===== src/rtl/cla_operand_stage_if.sv =====
// Operand-in / result-out handshake bundle for cla_operand_stage.
// master = upstream/downstream environment, slave = the stage itself.
interface cla_operand_stage_if #(
    parameter int NBIT = 7
);
    logic            in_valid;
    logic            in_ready;
    logic [NBIT-1:0] in_a;
    logic [NBIT-1:0] in_b;
    logic            out_valid;
    logic            out_ready;
    logic [NBIT-1:0] out_s;

    modport master (
        output in_valid, in_a, in_b, out_ready,
        input  in_ready, out_valid, out_s
    );

    modport slave (
        input  in_valid, in_a, in_b, out_ready,
        output in_ready, out_valid, out_s
    );
endinterface


===== src/rtl/cla_operand_stage.sv =====
// Operand FIFO feeding a combinational CLA adder, with a registered, flow-controlled sum output.
// Optional self-check of the adder (err / err_count ports) when CLA_OPERAND_STAGE_CHECK_EN is defined.
module cla_operand_stage #(
    parameter int NBIT  = 7,
    parameter int DEPTH = 4,
    parameter int CNTW  = 3
) (
    input  logic               clk,
    input  logic               rst,
    cla_operand_stage_if.slave bus,
    output logic [NBIT-1:0]    add_a,
    output logic [NBIT-1:0]    add_b,
    input  logic [NBIT-1:0]    add_s,
    output logic [CNTW-1:0]    occupancy
`ifdef CLA_OPERAND_STAGE_CHECK_EN
    ,
    output logic               err,
    output logic [7:0]         err_count
`endif
);
    localparam int PW = (DEPTH > 1) ? $clog2(DEPTH) : 1;

    logic [NBIT-1:0] mem_a [DEPTH];
    logic [NBIT-1:0] mem_b [DEPTH];
    logic [PW-1:0]   wr_ptr_p0;
    logic [PW-1:0]   rd_ptr_p0;
    logic [CNTW-1:0] cnt_p0;
    logic [NBIT-1:0] s_p1;
    logic            vld_p1;
    logic            empty;
    logic            full;
    logic            push;
    logic            pop;

    // DEPTH is a power of two, so natural pointer overflow is the modulo-DEPTH wrap.
    function automatic logic [PW-1:0] ptr_inc(input logic [PW-1:0] p);
        return p + PW'(1);
    endfunction

    assign empty = (cnt_p0 == '0);
    assign full  = (cnt_p0 == CNTW'(DEPTH));
    assign push  = bus.in_valid && !full;
    assign pop   = !empty && (!vld_p1 || bus.out_ready);

    assign bus.in_ready  = !full;
    assign bus.out_valid = vld_p1;
    assign bus.out_s     = s_p1;
    assign occupancy     = cnt_p0;

    // Stage p0: operand FIFO; the adder sees only stored data, never in_a/in_b directly.
    assign add_a = empty ? '0 : mem_a[rd_ptr_p0];
    assign add_b = empty ? '0 : mem_b[rd_ptr_p0];

    always_ff @(posedge clk) begin
        if (push) begin
            mem_a[wr_ptr_p0] <= bus.in_a;
            mem_b[wr_ptr_p0] <= bus.in_b;
        end
    end

    always_ff @(posedge clk) begin
        if (rst) begin
            wr_ptr_p0 <= '0;
            rd_ptr_p0 <= '0;
            cnt_p0    <= '0;
        end else begin
            if (push) begin
                wr_ptr_p0 <= ptr_inc(wr_ptr_p0);
            end
            if (pop) begin
                rd_ptr_p0 <= ptr_inc(rd_ptr_p0);
            end
            if (push && !pop) begin
                cnt_p0 <= cnt_p0 + CNTW'(1);
            end else if (pop && !push) begin
                cnt_p0 <= cnt_p0 - CNTW'(1);
            end
        end
    end

    // Stage p1: registered sum; held stable while the consumer stalls.
    always_ff @(posedge clk) begin
        if (rst) begin
            s_p1   <= '0;
            vld_p1 <= 1'b0;
        end else if (pop) begin
            s_p1   <= add_s;
            vld_p1 <= 1'b1;
        end else if (vld_p1 && bus.out_ready) begin
            vld_p1 <= 1'b0;
        end
    end

`ifdef CLA_OPERAND_STAGE_CHECK_EN
    function automatic logic [NBIT-1:0] ref_sum(input logic [NBIT-1:0] a, input logic [NBIT-1:0] b);
        return a + b;
    endfunction

    function automatic logic [7:0] sat_inc(input logic [7:0] c);
        return (c == 8'hFF) ? c : c + 8'd1;
    endfunction

    logic mismatch;
    assign mismatch = pop && (add_s != ref_sum(add_a, add_b));

    always_ff @(posedge clk) begin
        if (rst) begin
            err       <= 1'b0;
            err_count <= 8'd0;
        end else if (mismatch) begin
            err       <= 1'b1;
            err_count <= sat_inc(err_count);
        end
    end
`endif
endmodule

===== src/flat_wrapper.sv =====
// flat-port wrapper written by rule: the top's interface ports become plain ports
module cla_operand_stage_flat 
#(
    parameter int NBIT  = 7,
    parameter int DEPTH = 4,
    parameter int CNTW  = 3
)
  (clk, rst, add_a, add_b, add_s, occupancy, bus_in_valid, bus_in_a, bus_in_b, bus_out_ready, bus_in_ready, bus_out_valid, bus_out_s);
  cla_operand_stage_if #(.NBIT(NBIT)) bus_i ();
  input  logic clk;
  input  logic rst;
  output logic [NBIT-1:0] add_a;
  output logic [NBIT-1:0] add_b;
  input  logic [NBIT-1:0] add_s;
  output logic [CNTW-1:0] occupancy;
  input wire logic [$bits(bus_i.in_valid)-1:0] bus_in_valid;
  input wire logic [$bits(bus_i.in_a)-1:0] bus_in_a;
  input wire logic [$bits(bus_i.in_b)-1:0] bus_in_b;
  input wire logic [$bits(bus_i.out_ready)-1:0] bus_out_ready;
  output wire logic [$bits(bus_i.in_ready)-1:0] bus_in_ready;
  output wire logic [$bits(bus_i.out_valid)-1:0] bus_out_valid;
  output wire logic [$bits(bus_i.out_s)-1:0] bus_out_s;
  assign bus_i.in_valid = bus_in_valid;
  assign bus_i.in_a = bus_in_a;
  assign bus_i.in_b = bus_in_b;
  assign bus_i.out_ready = bus_out_ready;
  assign bus_in_ready = bus_i.in_ready;
  assign bus_out_valid = bus_i.out_valid;
  assign bus_out_s = bus_i.out_s;
  cla_operand_stage #(.NBIT(NBIT), .DEPTH(DEPTH), .CNTW(CNTW)) u_core (.clk(clk), .rst(rst), .bus(bus_i), .add_a(add_a), .add_b(add_b), .add_s(add_s), .occupancy(occupancy));
endmodule

===== config.mk =====
export PLATFORM = sky130hd
export DESIGN_NAME = cla_operand_stage_flat
export DESIGN_NICKNAME = d
export VERILOG_FILES = /design/src/rtl/cla_operand_stage_if.sv /design/src/rtl/cla_operand_stage.sv /design/src/flat_wrapper.sv
export SDC_FILE = /design/constraint.sdc
export NUM_CORES = 1
export LEC_CHECK = 0
export BUFFER_PORTS_ARGS = -buffer_cell sky130_fd_sc_hd__buf_2
export CORE_MARGIN = 2
export CORE_UTILIZATION = 45
export DETAILED_ROUTE_END_ITERATION = 16
export PLACE_DENSITY = 0.66
export SYNTH_ARGS = -nofsm -noshare
export SYNTH_HDL_FRONTEND = slang
export SYNTH_SLANG_ARGS = --single-unit

===== constraint.sdc =====
create_clock -name clk -period 4.75 [get_ports clk]
set_input_delay 0.2375 -clock clk [delete_from_list [all_inputs] [get_ports clk]]
set_output_delay 0.2375 -clock clk [all_outputs]
set_load 0.005 [all_outputs]

==> summary.md, run 1 <==
| Metric | Value |
|---|---|
| Die W | 84.9 um |
| Clk buf depth | 2 |
| Rows | 29 |
| Ant. Diodes | 0 |
| Switching Fraction | 29.3% |
| Reg2Reg Capture Point | u_core.occupancy[2] |
| Pwr Total | 1.89 mW |
| Power Density | 549 mW/mm^2 |
| Total Routing Usage GR | 14.1% |
| Largest net degree at the start of global routing | 35 |
| Total core area | 0.00635 mm^2 |
| Setup_tns | 0 ps |
| Max VDD drop | 237 uV |
| Final Cycle Share | 50.7% |
| Post-Synth Adder-Cell Area | 2.80% |
| Crit path capture | add_a[2] |
| Seq pwr share | 46.0% |
| Kind of critical path | reg2out |
| Count of cell types in the netlist | 29 |
| Starting Density | 46.4% |
| Nets | 259 |
| Max incr delay on CP | 940 ps |
| Drt drc | 0 |
| Seq/Total Area, Yosys | 68.6% |
| First-pass GRT wire length | 7520 um |
| Top delay family on crit path | flip-flops |
| Setup ws final | 2340 ps |
| Synth Instances | 176 |
| Least-Margin Pin Slew | 937 ps |
| Fraction of layout cells with a size suffix above 1 | 36.5% |
| Slew Limit Fails | 0 |
| Worst setup EP type | output pin |
| Crit start category | register |
| Placed cells | 294 |
| Vias | 1,579 |
| Post-CTS sizing | 0 |
| Largest family of logic cells by synthesized area | multiplexers |
| Mux share of post-synthesis cell area | 11.8% |
| Worst skew pair latency | 340 ps |
| Grt ovf | 0 |
| Reg2reg start | u_core.bus.out_valid |
| Syn Area/Cell | 16.7 um^2 |
| Hold WS | 104 ps |
| Synth Area in Compound Gates | 4.20% |
| Unrepaired setup endpoints after global routing | false |
| Top FF cell, synth | edfxtp_1 |
| XOR/XNOR Fraction of Synth Area | 0.594% |
| Initial drt markers | 57 |
| CP max-delay cell | dfxtp_1 |
| Post-Place Worst Slack | 2380 ps |
| Bufs and invs on worst path | 1 |
| Layout Area Growth over Synthesis | 16.6% |
| IO Count | 51 |
| Final ANT Viol Nets | 0 |
| Final min period | 2410 ps |
| Clock network power share | 25.2% |
| Clock Skews | 12.8 ps |
| NetSw | 0.552 mW |
| Count of warnings emitted by yosys | 0 |
| Number of synthesized flops with an enable pin | 56 |
| DP HPWL | 3110 um |
| Clock-pin slew on the worst setup and hold paths | 80 ps |
| Fmax achieved | 415 MHz |
| Flop2flop setup slack | 2380 ps |
| Syn Std Cell Area | 0.00295 mm^2 |
| Stages on worst setup path | 3 |
| Internal power | 1.33 mW |
| Relative slew slack | 37.5% |
| Post-DR vias/cell | 5.09 |
| Net Count, Synth | 207 |
| Vias in the first global route | 1,592 |
| Antenna violations before repair | 0 |
| Die height | 84.9 um |
| Root buf cell | clkbuf_8 |
| Max-cap viol count | 0 |
| WP data required | 4510 ps |
| Worst-path cell chain | mux4_2 -> nor2b_1 -> buf_2 |
| Fillcell total | 488 |
| Drt wl/cell | 15.5 um |
| Sink Count | 73 |
| Hold Path Class | in2reg |
| Post-Route WL | 4800 um |
| CTS tree | yes |
| Asr flop ratio synth | 0% |
| Outcome | finished, final reports clean |
| #FFs+latches synth | 73 |
| Router iterations before antenna repair | 4 |
| Endpoints failing setup | 0 |
| Post-Synth Simple-Gate Area | 9.13% |
| Final Hold Fails | 0 |
| CP Data Arrival Time | 2170 ps |
| Max FO, Critical Path | 14 |
| Combinational share of power | 28.8% |
| # port buffers | 50 |
| Reg2reg path depth | 9 |
| GP Congestion | 0.717 |
| H-Tree Level Count | 3 |
| Non-Filler Instances | 310 |
| Setup bufs post-CTS | 0 |
| P_leak | 1.26 nW |
| Die area | 0.00721 mm^2 |
| Num CTS Buffers | 9 |
| Cts hold-fix bufs | 0 |
==> cell usage after synthesis (2+ instances only) <==
library cell	n	area share, %
and2_1	4	0.85
nand3b_1	7	1.8
ha_1	5	2.1
dfxtp_1	17	12
mux2i_1	2	0.68
buf_2	4	0.68
o21ai_1	8	1.4
mux4_2	14	11
xor2_1	2	0.59
or3_1	2	0.42
edfxtp_1	56	57
clkbuf_1	3	0.38
nor2b_4	3	1.4
inv_1	5	0.64
nor2b_1	12	2.5
nor2_1	6	0.76
a21oi_1	12	2.0
nand2b_1	3	0.64
==> how the worst min path moves through the flow <==
stage / start / endpoint / slack [ps] / cells after the start
floorplan: bus_in_a[0] / u_core.mem_a[0][0] / 340 / 0
global placement: bus_in_a[6] / u_core.mem_a[2][6] / 460 / 1
detailed placement: bus_in_b[3] / u_core.mem_b[0][3] / 460 / 1
CTS: bus_in_b[3] / u_core.mem_b[2][3] / 100 / 1
global route: bus_in_b[3] / u_core.mem_b[2][3] / 100 / 1
finish: bus_in_b[3] / u_core.mem_b[1][3] / 100 / 1
==> power groups by stage <==
stage          Combinational [mW]  Clock (mW)  Sequential (mW)
2_1_floorplan               0.441           0            0.833
3_3_place_gp                0.545           0            0.881
3_5_place_dp                0.553           0            0.886
4_1_cts                     0.556       0.482            0.872
5_1_grt                     0.599       0.511            0.884
6_report                    0.543       0.476            0.867
==> cell usage in the layout, fill, tap and decap left out, types with 3 or more instances in the layout <==
master and n:
nand2b_1 3, nor2b_4 3, ha_1 5, nand3b_1 7, inv_1 5, clkbuf_8 10, edfxtp_1 56, mux4_2 14
and2_1 4, o21ai_1 8, nor2b_1 12, dfxtp_1 17, a21oi_1 12, nor2_1 6, buf_2 50
==> through the flow <==
stage	instance area, um^2	utilization, %
5_1_grt	3440	54.1
4_1_cts	3440	54.1
3_3_place_gp	3240	51.0
3_5_place_dp	3240	51.0
2_1_floorplan	2950	-
6_report	3440	54.1
==> layer usage <==
metal	share of wire (%)	GRT usage, %
met4	1.8	7.50
met3	3.9	3.89
met2	53	24.1
met1	41	16.2
met5	0	0
==> worst reg2reg max path: cells and delay by family (launching register included) <==
kind / cells / cell delay, ps
adders and majority gates: 2 / 540
and+or+nand+nor: 3 / 990
AOI/OAI and AO/OA: 1 / 140
DFF: 1 / 340
xor gates and xnor gates: 1 / 160
buffers and inverters: 2 / 140
==> flip-flops by register name, indices dropped and copies added (netlist names), named ones only <==
signal / count
u_core.occupancy: 3
u_core.rd_ptr_p0: 2
u_core.bus.out_s: 7
u_core.wr_ptr_p0: 2
u_core.mem_a: 28
u_core.bus.out_valid: 1
u_core.mem_b: 28
==> cells by family after synthesis <==
kind of cell | after synthesis
mux | 17
compound gates | 23
simple gates | 40
fa+ha+maj | 6
xor+xnor | 2
flops | 73
buf+inv | 15
==> cell type report <==
type	count	area [um^2]	share of cell area, %
Sequential cell	73	2020	58.8
Multi-Input combinational cell	88	846	24.6
Timing Repair Buffer	51	258	7.50
Clock buffer	11	141	4.11
Tap cell	77	96.3	2.80
Clock inverter	5	55.1	1.60
Inverter	5	18.8	0.546
No activity file was read; power rests on OpenSTA's default activity.
==> run 2: changes to the inputs <==
Clock period 4.75 ns to 2.3 ns, I/O delays scaled along.
==> summary.md, run 2 (synthesized netlist as in run 1, its figures left out) <==
| Metric | Value |
|---|---|
| Worst skew pair latency | 340 ps (about the same) |
| Reg2reg start | u_core.occupancy[0] (was u_core.bus.out_valid) |
| Worst hold start | add_s[2] (was bus_in_b[3]) |
| Setup bufs post-CTS | 0 (unchanged) |
| H-Tree Level Count | 3 (unchanged) |
| Final Cycle Share | 89.1% |
| Fmax achieved | 488 MHz |
| GP Congestion | 0.669 (was 0.717) |
| Nets | 286 (was 259) |
| Slew Limit Fails | 0 (unchanged) |
| Post-layout util | 57.6% (was 54.1%) |
| P_leak | 1.38 nW (was 1.26 nW) |
| Max incr delay on CP | 480 ps (was 940 ps) |
| Unrepaired setup endpoints after global routing | false (unchanged) |
| Stages on worst setup path | 8 (was 3) |
| Total core area | 0.00635 mm^2 (unchanged) |
| Antenna violations before repair | 0 (unchanged) |
| Sink Count | 73 (unchanged) |
| Drt drc | 0 (unchanged) |
| Die area | 0.00721 mm^2 (unchanged) |
| Largest net degree at the start of global routing | 34 (was 35) |
| Cts hold-fix bufs | 14 (was 0) |
| Post-CTS sizing | 0 (unchanged) |
| Ant. Diodes | 0 (unchanged) |
| Die height | 84.9 um (unchanged) |
| Vias in the first global route | 1,652 (was 1,592) |
| Die W | 84.9 um (unchanged) |
| Root buf cell | clkbuf_8 (unchanged) |
| Total Routing Usage GR | 15.3% (was 14.1%) |
| Endpoints failing setup | 0 (unchanged) |
| Final ANT Viol Nets | 0 (unchanged) |
| Layout Area Growth over Synthesis | 24.0% (was 16.6%) |
| Flop2flop setup slack | 250 ps (was 2380 ps) |
| Outcome | finished, final reports clean (unchanged) |
| Crit start category | register (unchanged) |
| Num CTS Buffers | 9 (unchanged) |
| Relative slew slack | 75.1% (was 37.5%) |
| CP Data Arrival Time | 2310 ps (was 2170 ps) |
| Bufs and invs on worst path | 1 (unchanged) |
| Rows | 29 (unchanged) |
| Final min period | 2050 ps |
| Setup_tns | 0 ps (unchanged) |
| Clk buf depth | 2 (unchanged) |
| Max-cap viol count | 0 (unchanged) |
| Max VDD drop | 479 uV (was 237 uV) |
| First-pass GRT wire length | 8340 um (was 7520 um) |
| Most common cell after layout, fill and taps aside | edfxtp_1 (unchanged) |
| Post-DR vias/cell | 4.91 (was 5.09) |
| Initial drt markers | 98 (was 57) |
| Reg2reg path depth | 8 (was 9) |
| CP max-delay cell | dfxtp_1 (unchanged) |
| Hold endpoint | u_core.bus.out_s[2] (was u_core.mem_b[1][3]) |
| Least-Margin Pin Slew | 374 ps (was 937 ps) |
| # port buffers | 50 (unchanged) |
| Max FO, Critical Path | 5 (was 14) |
| Reg2Reg Capture Point | u_core.occupancy[2] (unchanged) |
| WP data required | 2560 ps (was 4510 ps) |
| IO Count | 51 (unchanged) |
| Final Hold Fails | 0 (unchanged) |
| Vias | 1,655 (was 1,579) |
| Worst setup EP type | register (was output pin) |
| Clock-pin slew on the worst setup and hold paths | 80 ps (about the same) |
| Grt ovf | 0 (unchanged) |
| Drt wl/cell | 15.4 um (was 15.5 um) |
| CTS tree | yes (unchanged) |
| Starting Density | 46.4% (unchanged) |
| Most frequent cells in the layout | edfxtp_1, buf_2, dfxtp_1 (unchanged) |
| Worst-path cell chain | nor2_1 -> a21boi_2 -> ha_1 -> inv_1 -> fa_1 -> xor2_1 -> or3_1 -> a21oi_1 (was mux4_2 -> nor2b_1 -> buf_2) |
| Top delay family on crit path | adder cells (was flip-flops) |
| Post-Route WL | 5180 um (was 4800 um) |
| Pwr Total | 3.89 mW (was 1.89 mW) |
| Clock Skews | 13.8 ps (was 12.8 ps) |
| Hold Path Class | in2reg (unchanged) |
| Power Density | 1070 mW/mm^2 (was 549 mW/mm^2) |
| Hold WS | 48.2 ps (was 104 ps) |
| Kind of critical path | reg2reg (was reg2out) |
| DP HPWL | 3440 um (was 3110 um) |
| Worst hold stages | 3 (was 1) |
| Router iterations before antenna repair | 4 (unchanged) |
| Fraction of layout cells with a size suffix above 1 | 37.3% (was 36.5%) |
==> run 2: changes by cell type in the layout (fill, tap and decap cells not counted), sizes merged <==
cell | previous run | this run
buf | 51 | 64
bufinv | 1 | 0
clkbuf | 11 | 13
clkinvlp | 2 | 1
dlygate4sd3 | 0 | 14
==> run 2: worst max-delay path by stage <==
stage / slack (ps) / endpoint / startpoint
5_1_grt: 120 / u_core.occupancy[2] / u_core.occupancy[0]
3_5_place_dp: 260 / u_core.occupancy[2] / u_core.occupancy[0]
6_report: 250 / u_core.occupancy[2] / u_core.occupancy[0]
2_1_floorplan: 60 / u_core.occupancy[2] / u_core.occupancy[2]
4_1_cts: 240 / u_core.occupancy[2] / u_core.occupancy[0]
3_3_place_gp: 290 / u_core.occupancy[2] / u_core.occupancy[0]
==> run 2: area by class of cell <==
| class | count | area (um^2) |
|---|---|---|
| multi-input combinational | 88 | 846 |
| tap | 77 | 96.3 |
| fill | 514 | 2700 |
| clock inverter | 3 | 17.5 |
| inverter | 5 | 18.8 |
| sequential | 73 | 2020 |
| clock buffer | 13 | 159 |
| timing repair buffer | 78 | 495 |
==> run 2: worst register-to-register path, cell delays in order, from the launching register on <==
cell      delay [ps]
dfxtp_1          480
nor2_1           120
a21boi_2         170
ha_1             190
inv_1             60
fa_1             370
xor2_1           150
or3_1            300
a21oi_1          140
==> run 2: metrics by stage <==
| stage | instance area, um^2 | std cells | worst slack [ps] |
|---|---|---|---|
| 3_5_place_dp | 3340 | 307 | 260 |
| 4_1_cts | 3650 | 337 | 235 |
| 3_3_place_gp | 3340 | 307 | 294 |
| 2_1_floorplan | 2950 | 176 | 64.3 |
| 6_report | 3650 | 337 | 251 |
| 5_1_grt | 3650 | 337 | 118 |
==> run 2: routing by layer <==
| layer | vias to the layer above | track usage, % | routed length [um] |
|---|---|---|---|
| li1 | 817 | - | - |
| met1 | 805 | 20.1 | 2280 |
| met2 | 31 | 25.0 | 2730 |
| met3 | 2 | 4.38 | 152 |
| met4 | 0 | 4.76 | 19 |
| met5 | - | 0 | 0 |
==> run 2: where the power goes <==
| part | leakage (nW) | internal, mW | switching [mW] |
|---|---|---|---|
| logic | 0.641 | 0.685 | 0.610 |
| clock network | 0.0894 | 0.449 | 0.449 |
| registers | 0.653 | 1.61 | 0.0905 |
==> run 3: changes to the inputs <==
Settings changed: CORE_MARGIN 2 to unset, CTS_BUF_LIST set to sky130_fd_sc_hd__clkbuf_8, CTS_CLUSTER_DIAMETER set to 50.
==> summary.md, run 3 (synthesized netlist as in run 1, its figures left out) <==
| Metric | Value |
|---|---|
| DP HPWL | 3040 um (was 3440 um) |
| Launch point of the worst path | u_core.occupancy[0] (unchanged) |
| Layout Area Growth over Synthesis | 25.0% (was 24.0%) |
| Largest net degree at the start of global routing | 34 (unchanged) |
| Max FO, Critical Path | 5 (unchanged) |
| Drt drc | 0 (unchanged) |
| Crit start category | register (unchanged) |
| Antenna violations before repair | 0 (unchanged) |
| Final ANT Viol Nets | 0 (unchanged) |
| Slew Limit Fails | 0 (unchanged) |
| Worst skew pair latency | 350 ps (was 340 ps) |
| Reg2Reg Capture Point | u_core.occupancy[2] (unchanged) |
| CP max-delay cell | dfxtp_1 (unchanged) |
| GR Util met3 | 5.17% (was 4.38%) |
| Placed cells | 302 (was 307) |
| WP data required | 2580 ps (was 2560 ps) |
| Starting Density | 46.4% (unchanged) |
| Most frequent cells in the layout | edfxtp_1, buf_2, dfxtp_1 (unchanged) |
| Grt ovf | 0 (unchanged) |
| Clock network power share | 28.5% (was 23.1%) |
| Clock Skews | 6.52 ps (was 13.8 ps) |
| P_leak | 1.38 nW (about the same) |
| CP Data Arrival Time | 2340 ps (was 2310 ps) |
| Outcome | finished, final reports clean (unchanged) |
| Clock-pin slew on the worst setup and hold paths | 80 ps (about the same) |
| Multi-input gate area | 846 um^2 (unchanged) |
| Met2 Track Usage GR | 25.6% (was 25.0%) |
| Initial drt markers | 89 (was 98) |
| Non-Filler Instances | 332 (was 337) |
| Final Hold Fails | 0 (unchanged) |
| IO Count | 51 (unchanged) |
| Final min period | 2050 ps (about the same) |
| Internal power | 2.99 mW (was 2.74 mW) |
| Post-DR vias/cell | 5.01 (was 4.91) |
| Max-cap viol count | 0 (unchanged) |
| First-pass GRT wire length | 8190 um (was 8340 um) |
| Vias | 1,662 (was 1,655) |
| Max VDD drop | 650 uV (was 479 uV) |
| Sink Count | 73 (unchanged) |
| # port buffers | 50 (unchanged) |
| Fmax achieved | 487 MHz (was 488 MHz) |
| Total Routing Usage GR | 15.9% (was 15.3%) |
| GP Congestion | 0.719 (was 0.669) |
| Stages on worst setup path | 8 (unchanged) |
| Num CTS Buffers | 9 (unchanged) |
| Ant. Diodes | 0 (unchanged) |
| Rows | 29 (unchanged) |
| Hold Path Class | in2reg (unchanged) |
| Clk buf depth | 2 (unchanged) |
| Setup_tns | 0 ps (unchanged) |
| Die height | 82.9 um (was 84.9 um) |
| Router iterations before antenna repair | 6 (was 4) |
| Most common cell after layout, fill and taps aside | edfxtp_1 (unchanged) |
| Final Cycle Share | 89.3% (was 89.1%) |
| Vias in the first global route | 1,689 (was 1,652) |
| Flop2flop setup slack | 250 ps (about the same) |
| Reg2reg path depth | 8 (unchanged) |
| Seq pwr share | 41.0% (was 43.7%) |
| Die area | 0.00688 mm^2 (was 0.00721 mm^2) |
| Busiest metal layer after global routing | met2 (unchanged) |
| Fillcell total | 492 (was 514) |
| Power Density | 1130 mW/mm^2 (was 1070 mW/mm^2) |
| Bufs and invs on worst path | 1 (unchanged) |
| Switching Fraction | 28.3% (was 29.5%) |
| Combinational share of power | 30.4% (was 33.3%) |
| Worst hold stages | 3 (unchanged) |
| Worst setup EP type | register (unchanged) |
| Total core area | 0.00635 mm^2 (unchanged) |
| Root buf cell | clkbuf_8 (unchanged) |
| CTS tree | yes (unchanged) |
| Kind of critical path | reg2reg (unchanged) |
| Met1 usage | 19.3% (was 20.1%) |
| Worst-path cell chain | nor2_1 -> a21boi_2 -> ha_1 -> inv_1 -> fa_1 -> xor2_1 -> or3_1 -> a21oi_1 (unchanged) |
| Post-Route WL | 5010 um (was 5180 um) |
| Unrepaired setup endpoints after global routing | false (unchanged) |
| Crit path capture | u_core.occupancy[2] (unchanged) |
| Die W | 82.9 um (was 84.9 um) |
| Relative slew slack | 73.6% (was 75.1%) |
| Nets | 281 (was 286) |
| Endpoints failing setup | 0 (unchanged) |
| Top delay family on crit path | adder cells (unchanged) |
| Sequential cell area | 0.00202 mm^2 (unchanged) |
| Drt wl/cell | 15.1 um (was 15.4 um) |
| Fraction of layout cells with a size suffix above 1 | 36.5% (was 37.3%) |
| NetSw | 1.18 mW (was 1.15 mW) |
| Least-Margin Pin Slew | 396 ps (was 374 ps) |
| H-Tree Level Count | 3 (unchanged) |
| Max incr delay on CP | 480 ps (about the same) |
| Reg2reg start | u_core.occupancy[0] (unchanged) |
[run 3: cell count changes in the layout (fill, tap and decap cells not counted)]
| cell | change |
|---|---|
| inv_6 | +1 |
| buf_4 | -5 |
| bufinv_16 | +3 |
| clkinv_1 | +1 |
| clkbuf_1 | -2 |
| clkinv_2 | -2 |
| clkbuf_8 | -2 |
| clkinvlp_4 | +1 |
[run 3: worst min path at each step]
stage | startpoint | to | slack, ps
floorplan | bus_in_a[0] | u_core.mem_a[0][0] | 210
global placement | bus_in_a[0] | u_core.mem_a[2][0] | 330
detailed placement | bus_in_b[5] | u_core.mem_b[2][5] | 340
finish | add_s[1] | u_core.bus.out_s[1] | 40
CTS | add_s[1] | u_core.bus.out_s[1] | 20
global route | add_s[2] | u_core.bus.out_s[2] | 20
[run 3: power groups by stage]
stage	Clock, mW	Combinational (mW)	Sequential [mW]
2_1_floorplan	0	0.910	1.72
3_3_place_gp	0	1.25	1.73
3_5_place_dp	0	1.27	1.74
4_1_cts	1.22	1.30	1.71
5_1_grt	1.28	1.39	1.73
6_report	1.19	1.27	1.71
[run 3: routing by layer]
metal	wire length, um	share of wire, %
met1	2250	45
met2	2480	50
met3	185	3.7
met4	91	1.8
met5	0	0
[run 3: through the flow]
step	power [mW]	hold slack [ps]	utilization (%)	setup slack, ps	area [um^2]
final	4.17	35.3	58.0	247	3680
after floorplan	2.63	214	-	64.3	2950
after detailed placement	3.01	337	52.0	244	3300
after CTS	4.23	18.4	58.0	230	3680
after global routing	4.41	21.2	58.0	102	3680
after global placement	2.99	334	52.0	290	3300
[run 3: layout make-up]
type,count,share of cell area [%]
Timing Repair Buffer,73,12.4
Tap cell,77,2.62
Multi-Input combinational cell,88,23.0
Inverter,5,0.510
Sequential cell,73,54.9
Clock inverter,7,3.19
Clock buffer,9,3.36
[run 3: worst register-to-register path: cells and delay by family, from the launching register on]
kind | cells | cell delay [ps]
AO/OA/AOI/OAI | 2 | 300
XOR/XNOR | 1 | 160
adder cells (fa/ha/maj) | 2 | 560
buffers and inverters | 1 | 60
flip-flops | 1 | 480
AND/OR/NAND/NOR | 2 | 420
[run 3: repair_timing]
action,CTS,global route
hold buffers,14,0
hold endpoints to repair,56,0
gates resized for setup,0,0
setup buffers,0,0
